$ cat config.mk
export PLATFORM = sky130hd
export DESIGN_NAME = axi_lite_master_port
export DESIGN_NICKNAME = d
export VERILOG_FILES = /design/src/rtl/axi_lite_master_port.sv
export SDC_FILE = /design/constraint.sdc
export NUM_CORES = 1
export LEC_CHECK = 0
export CORE_ASPECT_RATIO = 1.2
export CORE_MARGIN = 2
export CORE_UTILIZATION = 42
export CTS_CLUSTER_SIZE = 14
export DETAILED_ROUTE_END_ITERATION = 7
export GPL_TIMING_DRIVEN = 0
export PLACE_DENSITY = 0.81
export SYNTH_ARGS = -nofsm -noshare
export SYNTH_HDL_FRONTEND = slang
export SYNTH_SLANG_ARGS = --single-unit
$ cat constraint.sdc
create_clock -name clk -period 2.2 [get_ports clk]
set_input_delay 0.33 -clock clk [delete_from_list [all_inputs] [get_ports clk]]
set_output_delay 0.33 -clock clk [all_outputs]
set_load 0.03 [all_outputs]
$ cat src/rtl/axi_lite_master_port.sv
// axi_lite_master_port: single-beat AXI initiator that turns a core load/store request into an AR/R or AW+W/B exchange
`ifndef AXI_ID_BITS
`define AXI_ID_BITS 4
`endif
`ifndef AXI_ADDR_BITS
`define AXI_ADDR_BITS 32
`endif
`ifndef AXI_DATA_BITS
`define AXI_DATA_BITS 32
`endif
`ifndef AXI_STRB_BITS
`define AXI_STRB_BITS 4
`endif
`ifndef AXI_LEN_BITS
`define AXI_LEN_BITS 4
`endif
`ifndef AXI_SIZE_BITS
`define AXI_SIZE_BITS 3
`endif

module axi_lite_master_port #(
  parameter logic [`AXI_ID_BITS-1:0] MASTER_ID = '0
) (
  input  logic                       clk,
  input  logic                       rst,
  input  logic                       req_i,
  input  logic                       we_i,
  input  logic [`AXI_ADDR_BITS-1:0]  addr_i,
  input  logic [`AXI_DATA_BITS-1:0]  wdata_i,
  input  logic [`AXI_STRB_BITS-1:0]  wstrb_i,
  output logic                       stall_o,
  output logic                       done_o,
  output logic [`AXI_DATA_BITS-1:0]  rdata_o,
  output logic                       err_o,
  output logic [`AXI_ID_BITS-1:0]    ARID_M,
  output logic [`AXI_ADDR_BITS-1:0]  ARADDR_M,
  output logic [`AXI_LEN_BITS-1:0]   ARLEN_M,
  output logic [`AXI_SIZE_BITS-1:0]  ARSIZE_M,
  output logic [1:0]                 ARBURST_M,
  output logic                       ARVALID_M,
  input  logic                       ARREADY_M,
  input  logic [`AXI_ID_BITS-1:0]    RID_M,
  input  logic [`AXI_DATA_BITS-1:0]  RDATA_M,
  input  logic [1:0]                 RRESP_M,
  input  logic                       RLAST_M,
  input  logic                       RVALID_M,
  output logic                       RREADY_M,
  output logic [`AXI_ID_BITS-1:0]    AWID_M,
  output logic [`AXI_ADDR_BITS-1:0]  AWADDR_M,
  output logic [`AXI_LEN_BITS-1:0]   AWLEN_M,
  output logic [`AXI_SIZE_BITS-1:0]  AWSIZE_M,
  output logic [1:0]                 AWBURST_M,
  output logic                       AWVALID_M,
  input  logic                       AWREADY_M,
  output logic [`AXI_DATA_BITS-1:0]  WDATA_M,
  output logic [`AXI_STRB_BITS-1:0]  WSTRB_M,
  output logic                       WLAST_M,
  output logic                       WVALID_M,
  input  logic                       WREADY_M,
  input  logic [`AXI_ID_BITS-1:0]    BID_M,
  input  logic [1:0]                 BRESP_M,
  input  logic                       BVALID_M,
  output logic                       BREADY_M
);
  typedef enum logic [2:0] {IDLE, RD_ADDR, RD_DATA, WR_ADDRDATA, WR_RESP} state_t;
  state_t                     state;
  logic [`AXI_ADDR_BITS-1:0]  addr_q;
  logic [`AXI_DATA_BITS-1:0]  wdata_q;
  logic [`AXI_STRB_BITS-1:0]  wstrb_q;
  logic [`AXI_DATA_BITS-1:0]  beat_data;
  logic [1:0]                 beat_resp;
  logic                       got_beat;
  logic                       unused_ids;
  assign unused_ids = ^{RID_M, BID_M};
  assign stall_o   = req_i & ~done_o;
  assign ARID_M    = MASTER_ID;
  assign AWID_M    = MASTER_ID;
  assign ARADDR_M  = addr_q;
  assign AWADDR_M  = addr_q;
  assign ARLEN_M   = '0;
  assign AWLEN_M   = '0;
  assign ARSIZE_M  = 3'b010;
  assign AWSIZE_M  = 3'b010;
  assign ARBURST_M = 2'b01;
  assign AWBURST_M = 2'b01;
  assign WDATA_M   = wdata_q;
  assign WSTRB_M   = wstrb_q;
  assign WLAST_M   = 1'b1;
  // Transaction FSM; the done cycle still sees the old req_i, so a new request is only taken once done_o is low
  always_ff @(posedge clk or negedge rst) begin
    if (!rst) begin
      state     <= IDLE;
      addr_q    <= '0;
      wdata_q   <= '0;
      wstrb_q   <= '0;
      beat_data <= '0;
      beat_resp <= '0;
      got_beat  <= 1'b0;
      ARVALID_M <= 1'b0;
      RREADY_M  <= 1'b0;
      AWVALID_M <= 1'b0;
      WVALID_M  <= 1'b0;
      BREADY_M  <= 1'b0;
      done_o    <= 1'b0;
      err_o     <= 1'b0;
      rdata_o   <= '0;
    end else begin
      done_o <= 1'b0;
      err_o  <= 1'b0;
      case (state)
        IDLE: if (req_i && !done_o) begin
          addr_q   <= addr_i;
          wdata_q  <= wdata_i;
          wstrb_q  <= wstrb_i;
          got_beat <= 1'b0;
          if (we_i) begin
            state     <= WR_ADDRDATA;
            AWVALID_M <= 1'b1;
            WVALID_M  <= 1'b1;
          end else begin
            state     <= RD_ADDR;
            ARVALID_M <= 1'b1;
          end
        end
        RD_ADDR: if (ARREADY_M) begin
          ARVALID_M <= 1'b0;
          RREADY_M  <= 1'b1;
          state     <= RD_DATA;
        end
        RD_DATA: if (RVALID_M) begin
          if (!got_beat) begin
            got_beat  <= 1'b1;
            beat_data <= RDATA_M;
            beat_resp <= RRESP_M;
          end
          if (RLAST_M) begin
            RREADY_M <= 1'b0;
            done_o   <= 1'b1;
            rdata_o  <= got_beat ? beat_data : RDATA_M;
            err_o    <= (got_beat ? beat_resp : RRESP_M) != 2'b00;
            state    <= IDLE;
          end
        end
        WR_ADDRDATA: begin
          if (AWREADY_M) AWVALID_M <= 1'b0;
          if (WREADY_M) WVALID_M <= 1'b0;
          if ((!AWVALID_M || AWREADY_M) && (!WVALID_M || WREADY_M)) begin
            BREADY_M <= 1'b1;
            state    <= WR_RESP;
          end
        end
        WR_RESP: if (BVALID_M) begin
          BREADY_M <= 1'b0;
          done_o   <= 1'b1;
          err_o    <= BRESP_M != 2'b00;
          state    <= IDLE;
        end
        default: state <= IDLE;
      endcase
    end
  end
endmodule

* Word level (Yosys, flattened, before mapping)
Cells that the tools add are included.
** Word-level totals
- Output and inout port bits :: 167
- Input bits :: 122
- Logic and storage cells :: 94
- Flip-flop bits (word level) :: 145
** Operators by class
- Bitwise operators :: 2
- Reduce and logical (&&, ||, !) cells :: 25
- Multiplexer cells :: 38
- Equal/unequal tests :: 14
** Operators by type and width (number)
- $mux 32 :: 1
- $mux 1 :: 20
- $ne 2x2->1 const B :: 10
- $mux 3 :: 6
- $pmux 1 s2 :: 8
- $reduce_and 4->1 :: 4
- $pmux 3 s5 :: 1
- $reduce_bool 2->1 :: 7
- $reduce_and 3->1 :: 3
- $eq 3x2->1 const B :: 2
- $reduce_and 6->1 :: 1
- $mux 2 :: 2
- $reduce_and 2->1 :: 2
- $eq 3x1->1 const B :: 1
- $eq 3x3->1 const B :: 1
- $logic_not 1->1 :: 3
- $logic_not 3->1 :: 1
- $logic_and 1x1->1 :: 2
- $logic_or 1x1->1 :: 2
- $and 1x1->1 :: 1
- $not 1->1 :: 1

* Logic depth before layout (Yosys ltp)
Gate-level depths: netlist of run 1.
- Word-level depth :: 5
- Mapped depth :: 5
- Gate-level depth less buffers :: 3

* Worst setup path after synthesis of run 1
No wires, ideal clock.
- Path kind :: reg2reg
- From :: register done_o
- To :: register addr_q[0] (netlist: ARADDR_M[0])
- Period minus slack after synthesis :: 1.818 ns
- Library setup time :: 0.125 ns
- Path buffers :: 1
- Path slack :: 0.382 ns
- Cell stages (with the launch flop) :: 5
- Arrival :: 1.693 ns
- Required time :: 2.075 ns
- Path through :: dfrtp_1 or4b_4 nor2_8 buf_6 mux2_2
** On the way
- Longest elaborated chain between the ends :: 3
** Ends and longest elaborated chain
- start, declared :: line 32 : output logic done_o,
- start signal, assigned :: line 104 : done_o <= 1'b0;
- start signal, assigned :: line 108 : done_o <= 1'b0;
- start signal, assigned :: line 138 : done_o <= 1'b1;
- $logic_not 1->1 :: line 111 : IDLE: if (req_i && !done_o) begin
- $logic_and 1x1->1 :: line 111
- $reduce_and 2->1 (no source line)
- end signal, assigned :: line 112 : addr_q <= addr_i;
- end, declared :: line 67 : logic [`AXI_ADDR_BITS-1:0] addr_q;
Every way passes these cells.
A chain may end at the register's enable or synchronous reset.

* Worst setup path after layout of run 1
- From :: input req_i
- To :: output stall_o
** On the way
- Longest elaborated chain between the ends :: 1
** Ends and longest elaborated chain
- start, declared :: line 26 : input logic req_i,
- $and 1x1->1 :: line 75 : assign stall_o = req_i & ~done_o;
- end, declared :: line 31 : output logic stall_o,
Every way passes these cells.

==> results of run 1 <==
-- layout make-up --
cell class / instances / area, um2 / area share (%)
Sequential cell: 145 / 3630 / 36.7
Tap cell: 204 / 255 / 2.58
Timing Repair Buffer: 255 / 2570 / 26.0
Clock inverter: 9 / 131 / 1.33
Inverter: 4 / 15.0 / 0.152
Multi-Input combinational cell: 231 / 2230 / 22.6
Antenna cell: 3 / 7.51 / 0.0760
Clock buffer: 22 / 464 / 4.70
Buffer: 78 / 578 / 5.85
-- critical path: stages --
cell and delay [ns]:
clkdlybuf4s50_1 0.49, nor2b_1 0.13, clkdlybuf4s50_1 0.67
-- stage by stage --
step	instance area [um2]	hold WS, ns	setup TNS [ns]	setup slack, ns
CTS	9870	0.473	0	0.230
finish	9880	0.484	0	0.247
floorplan	6450	0.0344	0	0.382
global placement	9240	0.483	-689.12	-4.75
global route	9880	0.510	0	0.163
detailed placement	9270	0.385	-1.99	-0.0569
-- worst max-delay path by stage --
stage               slack (ns)            startpoint                      end  depth (start not counted)
floorplan                 0.38      done_o$_DFF_PN0_  ARADDR_M[0]$_DFFE_PN0P_                          4
global placement         -4.75                   rst  ARADDR_M[1]$_DFFE_PN0P_                          1
detailed placement       -0.06                 req_i  ARADDR_M[3]$_DFFE_PN0P_                          5
CTS                       0.23  state[2]$_DFFE_PN0P_  ARADDR_M[3]$_DFFE_PN0P_                          4
global route              0.16      done_o$_DFF_PN0_                  stall_o                          2
finish                    0.25                 req_i                  stall_o                          3
-- state kept, by name, indices dropped and copies added (netlist names), 2 cells and up --
signal,cells
ARADDR_M,32
beat_resp,2
WDATA_M,32
rdata_o,32
beat_data,32
state,3
WSTRB_M,4
-- per-layer routing --
layer,part of all wire [%],vias up
met2,54,185
met4,3.3,0
met5,0,-
li1,-,2023
met3,8.2,32
met1,35,2181
-- cell families after synthesis --
logic type / synth area share (%)
flip-flops: 57.1
multiplexers: 29.4
buffers and inverters: 9.33
AO/OA/AOI/OAI: 1.55
other: 0.118
AND/OR/NAND/NOR: 2.54
-- cell usage in the layout, fill, tap and decap left out, types with 2 or more instances in the layout --
| cell type | count |
|---|---|
| clkdlybuf4s50_1 | 252 |
| mux2_2 | 166 |
| dfrtp_1 | 145 |
| buf_4 | 59 |
| conb_1 | 27 |
| clkbuf_16 | 17 |
| buf_2 | 9 |
| buf_6 | 8 |
| clkbuf_1 | 6 |
| nor2_1 | 4 |
| inv_1 | 4 |
| diode_2 | 3 |
| nand3_1 | 3 |
| nand2_1 | 3 |
| nor2b_1 | 3 |
| nand2b_1 | 3 |
| a21boi_0 | 3 |
| clkinvlp_4 | 3 |
| bufinv_16 | 3 |
| nor3_1 | 2 |
| a22o_1 | 2 |
| a2bb2oi_1 | 2 |
| a21oi_1 | 2 |
| clkinv_2 | 2 |
| clkbuf_8 | 2 |
-- power groups by stage --
| stage | logic (mW) | clock network [mW] | registers (mW) |
|---|---|---|---|
| floorplan | 3.46 | 0 | 6.68 |
| global route | 9.21 | 3.09 | 5.02 |
| global placement | 8.64 | 0 | 4.79 |
| finish | 8.76 | 2.90 | 4.84 |
| CTS | 8.84 | 2.96 | 4.85 |
| detailed placement | 8.82 | 0 | 4.88 |
==> results.cfg, run 1 <==
[outcome]
status = complete, no violations

[critical_path]
critPathMaxFanout = 2
required_ns = 1.87
cp-start-kind = input pin
regToRegSetupSlack_ns = 0.26
critical_path_class = input pin to output port
crit_arrival_ns = 1.62
critPathCaptureType = output port
rr_startpoint = state[2]$_DFFE_PN0P_
reg2reg_depth = 4
r2r_end = ARADDR_M[2]$_DFFE_PN0P_

[yosys]
synth_top_flop_cell = dfrtp_1
synthCells = 433
yosys_register_bits = 145
synth_area_um2 = 6360
postSynthAreaPerCell_um2 = 14.7
post-synth-top-area-fraction_pct = 57.1
synth.most_common_cell = mux2_2
synth_enable_flop_cells = 0
yosys-top-cells-area = dfrtp_1, mux2_2, buf_4, buf_6, buf_2
ys_seq_area_share_pct = 57.1
synth_commonest_cells = mux2_2, dfrtp_1, buf_4, buf_2, buf_6
synth_top_area_cell = dfrtp_1
synth.distinct_cells = 29
async_reset_ff_share_pct = 100
yosys_warnings = 0

[sta]
finalSetupViolations = 0
finalHoldViolCount = 0
period_needed_ns = 1.95
tightest_slew_ns = 0.654
rsz0062_at_grt = false
min_period_over_period_pct = 88.8
max_slew_margin_pct = 56.4
fin_skew_ns = 0.00875
drv_slew = 0
max_freq_mhz = 512

[grt]
grt_first_pass_wirelength_mm = 25.0
gr-usage-met2_pct = 36.0
antenna_found_initial = 3
overflow = 0
met1_usage_pct = 21.0
first_global_vias = 4804
grtUsageTotal_pct = 20.2
grt_util_met3_pct = 6.82
top_usage_layer = met2
grt_max_degree = 77

[power_and_ir_drop]
power.total_mw = 16.5
p_clk_share_pct = 17.6
power.switching_mw = 6.29
ir_drop_mv = 0.892
cellPowerDensity_nw_per_um2 = 1670
swShare_pct = 38.1
power.leakage_nw = 4.26
power.internal_mw = 10.2
power_frac_comb_pct = 53.1
p_seq_share_pct = 29.3

[detailed_routing]
route.vias.total = 4421
final_antenna_net_count = 0
drt_wl_total_mm = 16.0
drc = 0
viasPerCell = 4.65
first_iter_violations = 124
dr.pass1.iters = 4
wl_per_cell_um = 16.8

[finish]
fill_cells = 1114
drive_gt1_share_pct = 36.8
final_nets = 854
final_cells = 951
utilization_pct = 66.3
syn2layout_area_growth_pct = 55.4

[die]
die_area_um2 = 16100
core_area_um2 = 14900
start_util_pct = 42.7
dieWidth_um = 116
num_rows = 49
io_pins = 289
die_y_um = 139

[min_path]
hold_class = input pin to async pin

[place]
dp_cells = 916
io_buffers = 253
hpwl_mm = 12.4
place_congestion = 0.772

[clock_tree]
cts-resized-gates = 0
cts_inserted_buffers = 17
clock_sinks = 145
cts_tree = yes
insertion_delay_ns = 0.41
post_cts_buffers = 0
clk_pin_slew_ns = 0.05
hold_buffers = 1
cts_root_buffer = clkbuf_16
clk_path_buf_depth = 2
htree_levels = 4

[flow_run]
drv_cap = 0
(Power assumes the default switching activity.)
==> run 2, diff against run 1 <==
--- a/config.mk
+++ b/config.mk
@@ -5,6 +5,7 @@
 export SDC_FILE = /design/constraint.sdc
 export NUM_CORES = 1
 export LEC_CHECK = 0
+export ABC_AREA = 1
 export CORE_ASPECT_RATIO = 1.2
 export CORE_MARGIN = 2
 export CORE_UTILIZATION = 42
==> run 2 against run 1 <==
  * Total power decreased by 2.7%
  * Flip-flop and latch count unchanged
  * Worst hold slack worse by 0.034 ns
  * Global-route usage grew 3.8 points
  * Largest cell class unchanged
  * Combinational power is 6.5% lower
  * Cell count up 36%
  * Clock skew barely moved
  * Area after synthesis rose by 0.59%
  * Critical endpoint is now AWADDR_M[11]
  * Worst setup slack got worse by 0.012 ns
==> results.cfg, run 2 <==
[sta]
fin_skew_ns = 0.00838
drv_slew = 0
max_freq_mhz = 509
finalSetupViolations = 0
min_period_over_period_pct = 89.3
tightest_slew_ns = 0.605
finalHoldViolCount = 0
rsz0062_at_grt = false
whs_ns = 0.451
max_slew_margin_pct = 59.7
fin_tns_setup_ns = 0
period_needed_ns = 1.97

[finish]
final_common_cell = nand2_1
drive_gt1_share_pct = 11.5
syn2layout_area_growth_pct = 56.4
final_nets = 1197
utilization_pct = 66.9
layout_common_cells = nand2_1, clkdlybuf4s50_1, dfrtp_1

[grt]
grt_first_pass_wirelength_mm = 30.0
overflow = 0
first_global_vias = 5752
grt_max_degree = 83
antenna_found_initial = 7
grtUsageTotal_pct = 24.0

[power_and_ir_drop]
swShare_pct = 41.8
p_clk_share_pct = 20.2
cellPowerDensity_nw_per_um2 = 1600
power.total_mw = 16.1
ir_drop_mv = 0.744
p_seq_share_pct = 28.7
power_frac_comb_pct = 51.0
power.switching_mw = 6.70
power.leakage_nw = 5.03
power.internal_mw = 9.35

[yosys]
ys_seq_area_share_pct = 56.7
yosys-top-cells-area = dfrtp_1, nand2_1, buf_4, o21ai_0, inv_1
synth.most_common_cell = nand2_1
async_reset_ff_share_pct = 100
postSynthAreaPerCell_um2 = 8.24
synthCells = 776
yosys_warnings = 0
synth_enable_flop_cells = 0
yosys_register_bits = 145
synth_top_area_cell = dfrtp_1
synth_top_flop_cell = dfrtp_1
synth_commonest_cells = nand2_1, dfrtp_1, o21ai_0, buf_4, inv_1
synth.distinct_cells = 20
post-synth-top-area-fraction_pct = 56.7
synth_area_um2 = 6400

[clock_tree]
cts_tree = yes
cts_root_buffer = clkbuf_16
insertion_delay_ns = 0.41
clock_sinks = 145
htree_levels = 4
clk_path_buf_depth = 2
cts_inserted_buffers = 17
post_cts_buffers = 0
clk_pin_slew_ns = 0.06

[critical_path]
critPathMaxFanout = 3
critical_path_class = register to output port
critPathCaptureType = output port
max_stage_delay_ns = 0.65
cp-start-kind = register
required_ns = 1.87
slowest_stage = clkdlybuf4s50_1
crit_arrival_ns = 1.64
path_cells = buf_4, clkdlybuf4s50_1

[detailed_routing]
drt_wl_total_mm = 19.0
final_antenna_net_count = 0
first_iter_violations = 266
viasPerCell = 4.52
wl_per_cell_um = 14.6
dr.pass1.iters = 4
drc = 0
route.vias.total = 5854

[place]
hpwl_mm = 14.4
place_congestion = 0.810
io_buffers = 253

[outcome]
status = complete, no violations

[die]
num_rows = 49
core_area_um2 = 15000
start_util_pct = 42.8
dieWidth_um = 117
io_pins = 289
die_y_um = 139
die_area_um2 = 16200

[min_path]
hold_class = input pin to register

[flow_run]
drv_cap = 0
-- run 2: changes by cell type after synthesis, moves of 14 or more --
| cell | change |
|---|---|
| buf_2 | +14 |
| inv_1 | +44 |
| mux2_2 | -166 |
| nand2_1 | +386 |
| o21ai_0 | +66 |
-- run 2: critical path, delay by kind of cell, from the launching register on --
kind                   cells  cell delay, ns
buffers and inverters      2            0.79
DFF                        1            0.43
-- run 2: power groups by stage --
| stage | Combinational (mW) | Clock (mW) | Sequential, mW |
|---|---|---|---|
| final | 8.19 | 3.25 | 4.61 |
| after global placement | 8.07 | 0 | 4.59 |
| after detailed placement | 8.24 | 0 | 4.64 |
| after global routing | 8.87 | 3.43 | 4.75 |
| after CTS | 8.27 | 3.30 | 4.61 |
| after floorplan | 3.12 | 0 | 6.29 |
-- run 2: cell type report --
class / instances / area, um2
antenna: 4 / 10.0
sequential: 145 / 3630
fill: 1226 / 4960
clock inverter: 8 / 174
tap: 204 / 255
buffer: 93 / 618
multi-input combinational: 511 / 2050
clock buffer: 23 / 498
inverter: 52 / 195
timing repair buffer: 255 / 2570
-- run 2: timing repair --
item,4_1_cts,5_1_grt
gates resized for setup,0,1
hold buffers,1,0
setup endpoints to repair,0,1
hold endpoints to repair,63,0
-- run 2: per-stage QoR --
stage          area, um2  setup WS, ns  instances
4_1_cts             9990        0.0988       1291
5_1_grt             9990         0.176       1291
3_3_place_gp        9280         -5.14       1258
6_report           10000         0.235       1295
3_5_place_dp        9310         0.170       1259
2_1_floorplan       6490         0.848        801
-- run 2: worst paths after layout --
check	slack, ns	startpoint	cells past startpoint	end
hold / removal	0.45	wdata_i[7]	3	WDATA_M[7]$_DFFE_PN0P_
hold reg to reg	0.47	WDATA_M[31]$_DFFE_PN0P_	2	WDATA_M[31]$_DFFE_PN0P_
setup / recovery	0.23	ARADDR_M[11]$_DFFE_PN0P_	2	AWADDR_M[11]
min in group asynchronous	0.48	rst	2	beat_data[11]$_DFFE_PN0P_
setup reg to reg	0.54	state[0]$_DFFE_PN0P_	7	rdata_o[15]$_DFFE_PN0P_
max in group asynchronous	0.89	rst	3	WDATA_M[31]$_DFFE_PN0P_
-- run 2: kinds of logic (layout without fill, tap and decap cells) --
kind of cell           count (synthesis)  in the layout  share of synthesized area, %
flip-flops                           145            145                          56.7
AND/OR/NAND/NOR                      409            409                          24.5
AO/OA/AOI/OAI                         75             75                          5.99
buffers and inverters                145            431                          12.7
other                                  2             31                         0.117
-- run 2: routing by layer --
layer	share of wire, %	vias up	GRT usage [%]
met5	0.33	-	0
met4	1.9	6	7.43
met3	9.8	29	9.92
met2	51	224	41.8
met1	37	2704	26.5
li1	-	2891	-
==> run 3, diff against run 2 <==
--- a/config.mk
+++ b/config.mk
@@ -12,7 +12,7 @@
 export CTS_CLUSTER_SIZE = 14
 export DETAILED_ROUTE_END_ITERATION = 7
 export GPL_TIMING_DRIVEN = 0
-export PLACE_DENSITY = 0.81
+export PLACE_DENSITY = 0.87
 export SYNTH_ARGS = -nofsm -noshare
 export SYNTH_HDL_FRONTEND = slang
 export SYNTH_SLANG_ARGS = --single-unit
==> run 3 against run 2 <==
  * Count of clock-buffer cells in the layout down 2
  * Flip-flop and latch count unchanged
  * Clock skew down 0.0018 ns
  * Critical path type unchanged
==> results.cfg, run 3 (synthesis gave the netlist of run 2 again) <==
[grt]
grt_max_degree = 85
first_global_vias = 5969
antenna_found_initial = 6
overflow = 0
grtUsageTotal_pct = 24.0
grt_first_pass_wirelength_mm = 30.1

[detailed_routing]
drt_wl_total_mm = 19.0
first_iter_violations = 293
dr.pass1.iters = 4
drc = 0
viasPerCell = 4.57
wl_per_cell_um = 14.7
route.vias.total = 5915
final_antenna_net_count = 0

[place]
place_congestion = 0.789
hpwl_mm = 14.4
place_ws_ns = 0.177
io_buffers = 253

[critical_path]
critical_path_class = register to output port
path_cells = inv_1, nand2_1, inv_1, clkdlybuf4s50_1
reg2reg_depth = 7
rr_startpoint = state[0]$_DFFE_PN0P_
crit_arrival_ns = 1.73
max_stage_delay_ns = 0.67
cp-start-kind = register
r2r_end = rdata_o[1]$_DFFE_PN0P_
regToRegSetupSlack_ns = 0.55
path_common_cell = inv_1
critPathCaptureType = output port
critPathMaxFanout = 3
slowest_stage = clkdlybuf4s50_1
required_ns = 1.87

[power_and_ir_drop]
p_clk_share_pct = 20.3
ir_drop_mv = 0.708
swShare_pct = 41.9
p_seq_share_pct = 28.5
cellPowerDensity_nw_per_um2 = 1610
power.internal_mw = 9.37
power_frac_comb_pct = 51.2
power.switching_mw = 6.74
power.leakage_nw = 5.03

[finish]
syn2layout_area_growth_pct = 56.2
utilization_pct = 66.8
final_common_cell = nand2_1
drive_gt1_share_pct = 11.4
final_nets = 1197
layout_common_cells = nand2_1, clkdlybuf4s50_1, dfrtp_1

[sta]
worst_slack_ns = 0.136
fin_tns_setup_ns = 0
max_slew_margin_pct = 60.4
min_period_over_period_pct = 93.8
fin_skew_ns = 0.00655
drv_slew = 0
period_needed_ns = 2.06
finalSetupViolations = 0
finalHoldViolCount = 0
tightest_slew_ns = 0.594
max_freq_mhz = 484
rsz0062_at_grt = false

[clock_tree]
cts_root_buffer = clkbuf_16
htree_levels = 4
cts-resized-gates = 0
clock_sinks = 145
insertion_delay_ns = 0.42
cts_tree = yes
clk_pin_slew_ns = 0.06
cts_inserted_buffers = 17
clk_path_buf_depth = 2

[die]
dieWidth_um = 117
num_rows = 49
start_util_pct = 42.8
core_area_um2 = 15000
die_area_um2 = 16200
die_y_um = 139
io_pins = 289

[min_path]
hold_class = input pin to register
min_from = wdata_i[9]
holdPathStages = 3
hold_path_end = WDATA_M[9]$_DFFE_PN0P_

[outcome]
status = complete, no violations

[flow_run]
drv_cap = 0
run 3: changes by cell type in the layout (fill, tap and decap cells not counted), sizes merged:
cell           previous run  this run
bufinv                    5         6
clkbuf                   31        29
clkdlybuf4s50           251       252
clkinv                    1         3
clkinvlp                  2         1
diode                     4         2
dlymetal6s2s              1         0
run 3: metal layers:
metal	GRT usage (%)	vias to the layer above	routed length (um)
met5	0	-	64
met4	9.60	8	620
met3	10.1	53	1820
met2	42.3	221	9810
met1	25.0	2747	6650
li1	-	2886	-
run 3: what timing repair did:
item / 4_1_cts / 5_1_grt
hold buffers: 1 / 0
buffers inserted: 0 / 0
endpoints found under the hold margin: 61 / 0
run 3: how the worst max path moves through the flow:
| stage | startpoint | to | slack (ns) | cells past startpoint |
|---|---|---|---|---|
| finish | done_o$_DFF_PN0_ | stall_o | 0.14 | 4 |
| global route | done_o$_DFF_PN0_ | stall_o | 0.05 | 4 |
| CTS | done_o$_DFF_PN0_ | stall_o | 0.11 | 4 |
| detailed placement | req_i | stall_o | 0.18 | 4 |
| global placement | rst | ARADDR_M[24]$_DFFE_PN0P_ | -5.05 | 1 |
| floorplan | done_o$_DFF_PN0_ | WDATA_M[21]$_DFFE_PN0P_ | 0.85 | 8 |
run 3: final cells by class:
| type | count | area, um2 |
|---|---|---|
| Fill cell | 1194 | 4970 |
| Sequential cell | 145 | 3630 |
| Timing Repair Buffer | 255 | 2570 |
| Multi-Input combinational cell | 511 | 2050 |
| Buffer | 93 | 618 |
| Clock buffer | 21 | 460 |
| Tap cell | 204 | 255 |
| Clock inverter | 10 | 206 |
| Inverter | 52 | 195 |
| Antenna cell | 2 | 5.00 |
run 3: power by group through the flow:
stage	registers (mW)	clock network [mW]	logic, mW
after global placement	4.57	0	8.07
after CTS	4.60	3.31	8.32
after global routing	4.73	3.43	8.92
after floorplan	6.29	0	3.12
after detailed placement	4.62	0	8.28
final	4.60	3.27	8.25
run 3: stage by stage:
step                std cells  area, um2  total power, mW  hold slack (ns)
floorplan                 801       6490             9.41           0.0344
global placement         1258       9280             12.6            0.452
detailed placement       1259       9310             12.9            0.353
CTS                      1291       9980             16.2            0.432
global route             1291       9980             17.1            0.434
finish                   1293       9990             16.1            0.448
run 3: worst max-delay path, delay by kind of cell, from the launching register on:
kind,cells,cell delay [ns]
and+or+nand+nor,1,0.11
DFF,1,0.38
buffers and inverters,3,0.83
